## config.mk

```make
export PLATFORM = sky130hd
export DESIGN_NAME = corevx_brcond_pipe
export DESIGN_NICKNAME = d
export VERILOG_FILES = /design/src/rtl/corevx_brcond_pipe.sv
export SDC_FILE = /design/constraint.sdc
export NUM_CORES = 1
export LEC_CHECK = 0
export CAP_MARGIN = 0
export CELL_PAD_IN_SITES_DETAIL_PLACEMENT = 1
export CELL_PAD_IN_SITES_GLOBAL_PLACEMENT = 2
export CORE_MARGIN = 3
export CORE_UTILIZATION = 24
export CTS_CLUSTER_DIAMETER = 100
export CTS_CLUSTER_SIZE = 12
export DETAILED_ROUTE_END_ITERATION = 6
export GPL_TIMING_DRIVEN = 0
export PLACE_DENSITY_LB_ADDON = 0.1
export SLEW_MARGIN = 30
export SYNTH_ARGS = -nofsm -noshare
export SYNTH_HDL_FRONTEND = slang
export SYNTH_SLANG_ARGS = --single-unit
export TNS_END_PERCENT = 20
```

## constraint.sdc

```tcl
create_clock -name clk -period 2.1 [get_ports clk]
set_input_delay 0.42 -clock clk [delete_from_list [all_inputs] [get_ports clk]]
set_output_delay 0.42 -clock clk [all_outputs]
set_load 0.03 [all_outputs]
```

## src/rtl/corevx_brcond_pipe.sv

```systemverilog
// Branch-resolution unit: evaluates the funct3 branch condition and pc+imm target,
// then carries the result through LATENCY register stages under a valid/ready handshake.
module corevx_brcond_pipe #(
    parameter int XLEN      = 32,
    parameter int LATENCY   = 1,
    parameter int SUPPORT_C = 0,
    parameter int CNT_W     = 16
) (
    input  logic             clk,
    input  logic             rst_n,
    input  logic             flush,
    input  logic             in_valid,
    output logic             in_ready,
    input  logic [2:0]       in_funct3,
    input  logic [XLEN-1:0]  in_rs1,
    input  logic [XLEN-1:0]  in_rs2,
    input  logic [XLEN-1:0]  in_pc,
    input  logic [XLEN-1:0]  in_imm,
    output logic             out_valid,
    input  logic             out_ready,
    output logic             out_taken,
    output logic [XLEN-1:0]  out_target,
    output logic             out_illegal,
    output logic             out_misaligned,
    output logic [CNT_W-1:0] taken_count,
    input  logic             cnt_clear
);

    logic            w_cond_taken;
    logic            w_cond_illegal;
    logic [XLEN-1:0] w_target;
    logic            w_misaligned;
    logic            w_s1_adv;
    logic            w_out_xfer;
    logic            w_cnt_inc;

    logic            r_s1_valid;
    logic            r_s1_taken;
    logic            r_s1_illegal;
    logic            r_s1_mis;
    logic [XLEN-1:0] r_s1_target;
    logic [CNT_W-1:0] r_taken_count;

    always_comb begin
        w_cond_taken   = 1'b0;
        w_cond_illegal = 1'b0;
        case (in_funct3)
            3'b000:  w_cond_taken = (in_rs1 == in_rs2);
            3'b001:  w_cond_taken = (in_rs1 != in_rs2);
            3'b100:  w_cond_taken = ($signed(in_rs1) <  $signed(in_rs2));
            3'b101:  w_cond_taken = ($signed(in_rs1) >= $signed(in_rs2));
            3'b110:  w_cond_taken = (in_rs1 <  in_rs2);
            3'b111:  w_cond_taken = (in_rs1 >= in_rs2);
            default: w_cond_illegal = 1'b1;
        endcase
    end

    assign w_target     = in_pc + in_imm;
    // Compressed support relaxes the alignment requirement from 4 to 2 bytes.
    assign w_misaligned = w_cond_taken && ((SUPPORT_C != 0) ? w_target[0] : w_target[1]);

    assign in_ready   = !r_s1_valid || w_s1_adv;
    assign w_out_xfer = out_valid && out_ready;

    always_ff @(posedge clk or negedge rst_n) begin
        if (!rst_n) begin
            r_s1_valid   <= 1'b0;
            r_s1_taken   <= 1'b0;
            r_s1_illegal <= 1'b0;
            r_s1_mis     <= 1'b0;
            r_s1_target  <= '0;
        end else begin
            if (flush) begin
                r_s1_valid <= 1'b0;
            end else if (in_ready) begin
                r_s1_valid <= in_valid;
            end
            if (in_valid && in_ready) begin
                r_s1_taken   <= w_cond_taken;
                r_s1_illegal <= w_cond_illegal;
                r_s1_mis     <= w_misaligned;
                r_s1_target  <= w_target;
            end
        end
    end

    generate
        if (LATENCY == 2) begin : g_two_stage
            logic            r_s2_valid;
            logic            r_s2_taken;
            logic            r_s2_illegal;
            logic            r_s2_mis;
            logic [XLEN-1:0] r_s2_target;
            logic            w_s2_load;

            assign w_s2_load = !r_s2_valid || w_out_xfer;
            assign w_s1_adv  = r_s1_valid && w_s2_load;

            always_ff @(posedge clk or negedge rst_n) begin
                if (!rst_n) begin
                    r_s2_valid   <= 1'b0;
                    r_s2_taken   <= 1'b0;
                    r_s2_illegal <= 1'b0;
                    r_s2_mis     <= 1'b0;
                    r_s2_target  <= '0;
                end else begin
                    if (flush) begin
                        r_s2_valid <= 1'b0;
                    end else if (w_s2_load) begin
                        r_s2_valid <= r_s1_valid;
                    end
                    if (w_s2_load && r_s1_valid) begin
                        r_s2_taken   <= r_s1_taken;
                        r_s2_illegal <= r_s1_illegal;
                        r_s2_mis     <= r_s1_mis;
                        r_s2_target  <= r_s1_target;
                    end
                end
            end

            assign out_valid      = r_s2_valid;
            assign out_taken      = r_s2_taken;
            assign out_illegal    = r_s2_illegal;
            assign out_misaligned = r_s2_mis;
            assign out_target     = r_s2_target;
        end else begin : g_one_stage
            assign w_s1_adv       = w_out_xfer;
            assign out_valid      = r_s1_valid;
            assign out_taken      = r_s1_taken;
            assign out_illegal    = r_s1_illegal;
            assign out_misaligned = r_s1_mis;
            assign out_target     = r_s1_target;
        end
    endgenerate

    // A transfer killed by a coincident flush is not counted as delivered.
    assign w_cnt_inc = w_out_xfer && out_taken && !out_illegal && !flush;

    always_ff @(posedge clk or negedge rst_n) begin
        if (!rst_n) begin
            r_taken_count <= '0;
        end else if (cnt_clear) begin
            r_taken_count <= '0;
        end else if (w_cnt_inc && (r_taken_count != {CNT_W{1'b1}})) begin
            r_taken_count <= r_taken_count + 1'b1;
        end
    end

    assign taken_count = r_taken_count;

endmodule

```

==> run summary, run 1 <==
total nets after synthesis - 741
Yosys Warn Count - 0
CP most frequent cell - buf_4
Period minus WS final - 2320 ps
antenna violations before repair - 2
internal power - 2.62 mW
Flop pwr share - 0.292
total wire length - 17.4 mm
Post-Syn Instances - 539
first-pass GRT wire length - 27.8 mm
pwr/cell area - 515 nW/um2
endpoints failing hold - 0
synthesized area - 4510 um2
Clock Tree Buf Depth - 2
CP Class - input pin to flip-flop
Synth Area in Simple Gates - 0.184
Comb power frac - 0.496
reg2reg start - taken_count[7]
Max Clk Rate - 430 MHz
# diodes - 0
gr ovfl total - 0
normalized max-slew margin - 0.575
CP max FO - 3
main combinational cell family by area after synthesis - compound AO/OA/AOI/OAI gates
CP endpoint kind - flip-flop
Primary FF master, synth - dfrtp_1
CTS tree - yes
core area - 18,200 um2
Clock Power Share - 0.211
Max stage delay on crit path - 430 ps
CTS Buf Count - 5
crit path buf inv count - 2
library cells used by synthesis - 55
DP Area - 6800 um2
status - finished with violations
Hold Buf Count CTS - 0
Syn Area/Cell - 8.36 um2
commonest cells in the netlist - nand2_1, ha_1, dfrtp_1
sw power - 1.59 mW
clk sink count - 52
share of cells above drive strength 1 - 0.353
row count - 49
P_leak - 3.42 nW
# DRC - 0
# IOs - 190
post-synth top area cell - dfrtp_1
switch share - 0.377
Post-Place Worst Slack - -1120 ps
ranking of synthesized cells by area - dfrtp_1, ha_1, nand2_1
final setup margin - -223 ps
cells along the critical path - buf_4 -> ha_4 -> nor2b_4 -> o211ai_1 -> a2111o_1 -> o211ai_2 -> a2111oi_4 -> buf_4 -> nor3b_4 -> nor2_2 -> a311oi_2 -> nor3_2
Initial Utilization - 0.247
overall global routing resource usage - 0.169
WP data arrival - 2500 ps
Max Cap Viol - 0
filler cell count - 2,055
Clock transition at path regs - 70 ps
Worst-Skew Late Latency - 300 ps
Port Buffer Count - 189
pin count of the biggest net entering global routing - 31
Avg WL per Cell - 17.2 um
DRT antenna net count - 0
post-synthesis compound-gate area fraction - 0.222
adder-cell share of the synthesized area - 0.182
Slowest-stage cell, CP - a2111o_1
detailed placement HPWL - 13.2 mm
DRT iter0 DRCs - 122
Setup Viol. Count Final - 10
Post-layout nets - 981
setup tns final - -1060 ps
xor/xnor share of the synthesized area - 0.0700
RSZ-0062 raised after global routing - true
R2R setup slack - 10 ps
Seq/Total Area, Yosys - 0.289
Layout area overhead - 81.4%
DRT Pass-1 Iters - 4
final instance area - 8180 um2
Post-Route Skew - 2.94 ps
via count - 4,882
flops & latches, synth - 52
Reg2Reg Capture Point - taken_count[7]
chip height - 143 um
Peak supply drop - 0.000369 V
Via density - 4.84
Hold Path Class - input pin to asynchronous set/reset pin
gp weighted congestion - 0.823
Final Cycle Share - 1.11
DIE WIDTH - 143 um
H-tree levels - 2
CTS root buf - clkbuf_16
cells on worst reg2reg path - 11
CP startpoint kind - input pin
Slew Viols, Final - 0
vias in the first global route - 5,444
worst slew pin tran - 637 ps
failing checks - negative setup slack
Synth top area share - 0.289
Post-synth EDFFs - 0
Non-Filler Instances - 1,009
CP required - 2280 ps
cell with the most instances after synthesis - nand2_1
asr flop ratio synth - 1.00
Die ar. - 20,500 um2
Placed Cells - 958
cell family with most CP delay - compound AO/OA/AOI/OAI gates
post-synthesis mux area share - 0.00444
## registers in the layout (all words and copies together) (netlist names)
name and flops:
out_illegal 1, out_misaligned 1, out_taken 1, out_target 32, out_valid 1, taken_count 16
## kinds of logic (layout without fill, tap and decap cells)
group | after synthesis | in the layout
buffers and inverters | 58 | 299
DFF | 52 | 52
and+or+nand+nor | 172 | 172
xor gates and xnor gates | 36 | 36
muxes | 2 | 2
AOI/OAI and AO/OA | 154 | 154
adders and majority gates | 65 | 65
## layer usage
| layer | routed length [um] | vias up | part of all wire | global-route usage |
|---|---|---|---|---|
| met5 | 18 | - | 0.0010 | 0 |
| met3 | 855 | 16 | 0.049 | 0.0352 |
| li1 | - | 2391 | - | - |
| met1 | 7160 | 2368 | 0.41 | 0.202 |
| met2 | 9210 | 103 | 0.53 | 0.317 |
| met4 | 145 | 4 | 0.0083 | 0.0250 |
## placed cells by master (no fill, tap or decap), types with 9 or more instances in the layout
cell type and n:
a21o_1 18, a21oi_1 23, a21oi_2 16, buf_2 19, buf_4 39, buf_6 24
clkbuf_1 9, clkbuf_2 9, clkdlybuf4s15_1 27, clkdlybuf4s50_1 79, dfrtp_1 52, dlygate4sd2_1 32
ha_1 11, ha_4 45, inv_1 22, inv_2 21, nand2_1 62, nand4_1 13
nor2_1 24, o21ai_0 25, o21ai_1 16, xnor2_1 14, xor2_1 20
## power by group through the flow
stage,registers [mW],clock network [mW],logic (mW)
floorplan,1.51,0,0.663
global placement,1.25,0,1.71
detailed placement,1.25,0,1.73
CTS,1.23,0.935,1.99
global route,1.25,0.967,2.28
finish,1.23,0.889,2.09
## repair_timing
item,4_1_cts,5_1_grt
pin swaps,117,67
resized for setup,403,97
endpoints found under the setup margin,36,29
setup buffers,42,3
## through the flow
step,hold WS [ps],util,total power [mW]
after detailed placement,370,0.374,2.99
after floorplan,124,-,2.17
after global placement,452,0.373,2.96
final,31.5,0.449,4.21
after global routing,48.4,0.449,4.49
after CTS,42.8,0.434,4.16
## worst max path at each step
stage / startpoint / endpoint / slack [ps] / cells after the start
global placement: rst_n / out_target[17] / -1470 / 1
CTS: in_rs2[25] / out_taken / -220 / 12
detailed placement: in_rs2[21] / out_taken / -1120 / 12
finish: in_rs1[1] / out_misaligned / -220 / 12
global route: in_rs1[1] / out_misaligned / -370 / 12
floorplan: in_rs2[21] / out_misaligned / -240 / 11
## layout make-up
class | count | area [um2] | area share
Buffer | 9 | 41.3 | 0.00505
Clock buffer | 7 | 143 | 0.0174
Clock inverter | 1 | 7.51 | 0.000918
Inverter | 48 | 203 | 0.0248
Multi-Input combinational cell | 429 | 4080 | 0.499
Sequential cell | 52 | 1300 | 0.159
Tap cell | 229 | 287 | 0.0350
Timing Repair Buffer | 234 | 2110 | 0.259
No activity file was read; power rests on OpenSTA's default activity.
==> run 2: changes to the inputs <==
--- a/config.mk
+++ b/config.mk
@@ -10,12 +10,12 @@
 export CELL_PAD_IN_SITES_GLOBAL_PLACEMENT = 2
 export CORE_MARGIN = 3
 export CORE_UTILIZATION = 24
+export CTS_BUF_LIST = sky130_fd_sc_hd__clkbuf_8 sky130_fd_sc_hd__clkbuf_16
 export CTS_CLUSTER_DIAMETER = 100
-export CTS_CLUSTER_SIZE = 12
+export CTS_CLUSTER_SIZE = 28
 export DETAILED_ROUTE_END_ITERATION = 6
 export GPL_TIMING_DRIVEN = 0
 export PLACE_DENSITY_LB_ADDON = 0.1
-export SLEW_MARGIN = 30
 export SYNTH_ARGS = -nofsm -noshare
 export SYNTH_HDL_FRONTEND = slang
 export SYNTH_SLANG_ARGS = --single-unit
==> run summary, run 2 (synthesized netlist as in run 1, its figures left out) <==
status - finished with violations (unchanged)
failing checks - negative setup slack (unchanged)
Clock transition at path regs - 70 ps (about the same)
Hold Buf Count CTS - 0 (unchanged)
Layout area overhead - 81.3% (was 81.4%)
Hold Path Class - input pin to asynchronous set/reset pin (unchanged)
WP data arrival - 2580 ps (was 2500 ps)
Clock Power Share - 0.229 (was 0.211)
RSZ-0062 raised after global routing - true (unchanged)
overall global routing resource usage - 0.166 (was 0.169)
Initial Utilization - 0.247 (unchanged)
# DRC - 0 (unchanged)
clk sink count - 52 (unchanged)
area of the multi-input gates - 4060 um2 (was 4080 um2)
internal power - 2.72 mW (was 2.62 mW)
Largest register FFs - 32 (unchanged)
via count - 4,934 (was 4,882)
power after layout - 4.32 mW (was 4.21 mW)
DIE WIDTH - 143 um (unchanged)
row count - 49 (unchanged)
antenna violations before repair - 1 (was 2)
share of cells above drive strength 1 - 0.379 (was 0.353)
Post-Place Worst Slack - -1140 ps (was -1120 ps)
sw power - 1.60 mW (was 1.59 mW)
Placed Cells - 957 (was 958)
CP max FO - 3 (unchanged)
setup tns final - -1420 ps (was -1060 ps)
Setup Viol. Count Final - 13 (was 10)
DRT antenna net count - 0 (unchanged)
pin count of the biggest net entering global routing - 53 (was 31)
gr ovfl total - 0 (unchanged)
# diodes - 0 (unchanged)
DRT Pass-1 Iters - 4 (unchanged)
# IOs - 190 (unchanged)
Worst-Skew Late Latency - 300 ps (about the same)
endpoints failing hold - 0 (unchanged)
CTS tree - yes (unchanged)
vias in the first global route - 5,460 (was 5,444)
Post-Route Skew - 7.33 ps (was 2.94 ps)
Via density - 4.82 (was 4.84)
reg2reg start - taken_count[7] (unchanged)
Slew Viols, Final - 0 (unchanged)
Period minus WS final - 2400 ps (was 2320 ps)
filler cell count - 2,068 (was 2,055)
final instance area - 8170 um2 (was 8180 um2)
normalized max-slew margin - 0.485 (was 0.575)
CP required - 2280 ps (about the same)
Max Cap Viol - 0 (unchanged)
chip height - 143 um (unchanged)
CTS root buf - clkbuf_16 (unchanged)
Avg WL per Cell - 17.0 um (was 17.2 um)
Comb power frac - 0.487 (was 0.496)
pwr/cell area - 529 nW/um2 (was 515 nW/um2)
Flop pwr share - 0.284 (was 0.292)
Max Clk Rate - 417 MHz (was 430 MHz)
crit path from - in_rs1[26] (was in_rs1[1])
total wire length - 17.4 mm (about the same)
most frequent cells in the layout - clkdlybuf4s50_1, nand2_1, buf_4, dfrtp_1, ha_4 (was clkdlybuf4s50_1, nand2_1, dfrtp_1, ha_4, buf_4)
gp weighted congestion - 0.823 (unchanged)
Peak supply drop - 0.000326 V (was 0.000369 V)
Post-layout nets - 996 (was 981)
Die ar. - 20,500 um2 (unchanged)
final setup margin - -300 ps (was -223 ps)
Clock Tree Buf Depth - 2 (unchanged)
commonest non-fill, non-tap cell in the layout - clkdlybuf4s50_1 (unchanged)
register area - 1300 um2 (about the same)
worst slew pin tran - 772 ps (was 637 ps)
CTS Buf Count - 5 (unchanged)
Port Buffer Count - 189 (unchanged)
Finished Core Util - 0.449 (about the same)
DRT iter0 DRCs - 92 (was 122)
CP Class - input pin to flip-flop (unchanged)
CP startpoint kind - input pin (unchanged)
detailed placement HPWL - 13.0 mm (was 13.2 mm)
DP Area - 6780 um2 (was 6800 um2)
switch share - 0.370 (was 0.377)
CP endpoint kind - flip-flop (unchanged)
Final Cycle Share - 1.14 (was 1.11)
first-pass GRT wire length - 27.5 mm (was 27.8 mm)
core area - 18,200 um2 (unchanged)
hold_ws - 198 ps (was 31.5 ps)
P_leak - 3.50 nW (was 3.42 nW)
Non-Filler Instances - 1,024 (was 1,009)
H-tree levels - 2 (unchanged)
run 2: cell types whose count changed in the layout (fill, tap and decap cells not counted), sizes merged:
cell / change
buf: +27
clkdlybuf4s15: -15
dlygate4sd2: -5
clkbuf: +3
dlymetal6s2s: +2
bufinv: +1
clkdlybuf4s50: +1
clkinv: +1
run 2: layout make-up:
cell class | count | share of cell area
Multi-Input combinational cell | 429 | 0.497
Tap cell | 229 | 0.0351
Buffer | 9 | 0.00505
Inverter | 48 | 0.0239
Timing Repair Buffer | 249 | 0.259
Clock inverter | 3 | 0.00521
Clock buffer | 5 | 0.0153
Sequential cell | 52 | 0.159
run 2: power by group through the flow:
| stage | Clock [mW] | Combinational (mW) | Sequential, mW |
|---|---|---|---|
| 3_3_place_gp | 0 | 1.71 | 1.25 |
| 6_report | 0.991 | 2.11 | 1.23 |
| 2_1_floorplan | 0 | 0.663 | 1.51 |
| 5_1_grt | 1.07 | 2.30 | 1.25 |
| 4_1_cts | 1.03 | 2.01 | 1.23 |
| 3_5_place_dp | 0 | 1.73 | 1.25 |
run 2: what timing repair did:
| action | 4_1_cts | 5_1_grt |
|---|---|---|
| buffers inserted | 43 | 17 |
| resized for setup | 410 | 99 |
| pin swaps | 111 | 92 |
| setup endpoints to repair | 37 | 37 |
| hold endpoints to repair | 0 | 0 |
run 2: critical path, cell delays in order:
cell       delay (ps)
buf_2             110
ha_4              230
and3_4            180
a221o_1           330
a21oi_1           140
nor2_1             90
a2111oi_4         390
and2b_1           220
mux2i_1           210
and3_4            220
nor3_2             40
run 2: worst paths after layout:
check	to	slack [ps]	cells past startpoint
worst max-delay path	out_misaligned	-300	11
worst min-delay path	taken_count[5]	200	1
worst max register to register	taken_count[15]	70	10
worst min register to register	out_target[11]	480	2
max in group asynchronous	taken_count[8]	1360	1
min in group clk	out_target[0]	440	4
run 2: per-layer routing:
metal / global-route usage / part of all wire
met4: 0.0265 / 0.0081
met1: 0.200 / 0.42
met3: 0.0345 / 0.047
met2: 0.310 / 0.53
met5: 0 / 0.00029
==> run 3: changes to the inputs <==
--- a/config.mk
+++ b/config.mk
@@ -15,6 +15,7 @@
 export CTS_CLUSTER_SIZE = 28
 export DETAILED_ROUTE_END_ITERATION = 6
 export GPL_TIMING_DRIVEN = 0
+export HOLD_SLACK_MARGIN = 0.15
 export PLACE_DENSITY_LB_ADDON = 0.1
 export SYNTH_ARGS = -nofsm -noshare
 export SYNTH_HDL_FRONTEND = slang
==> results of run 3 <==
No change in the layout: final DEF, timing and power equal those of run 2.
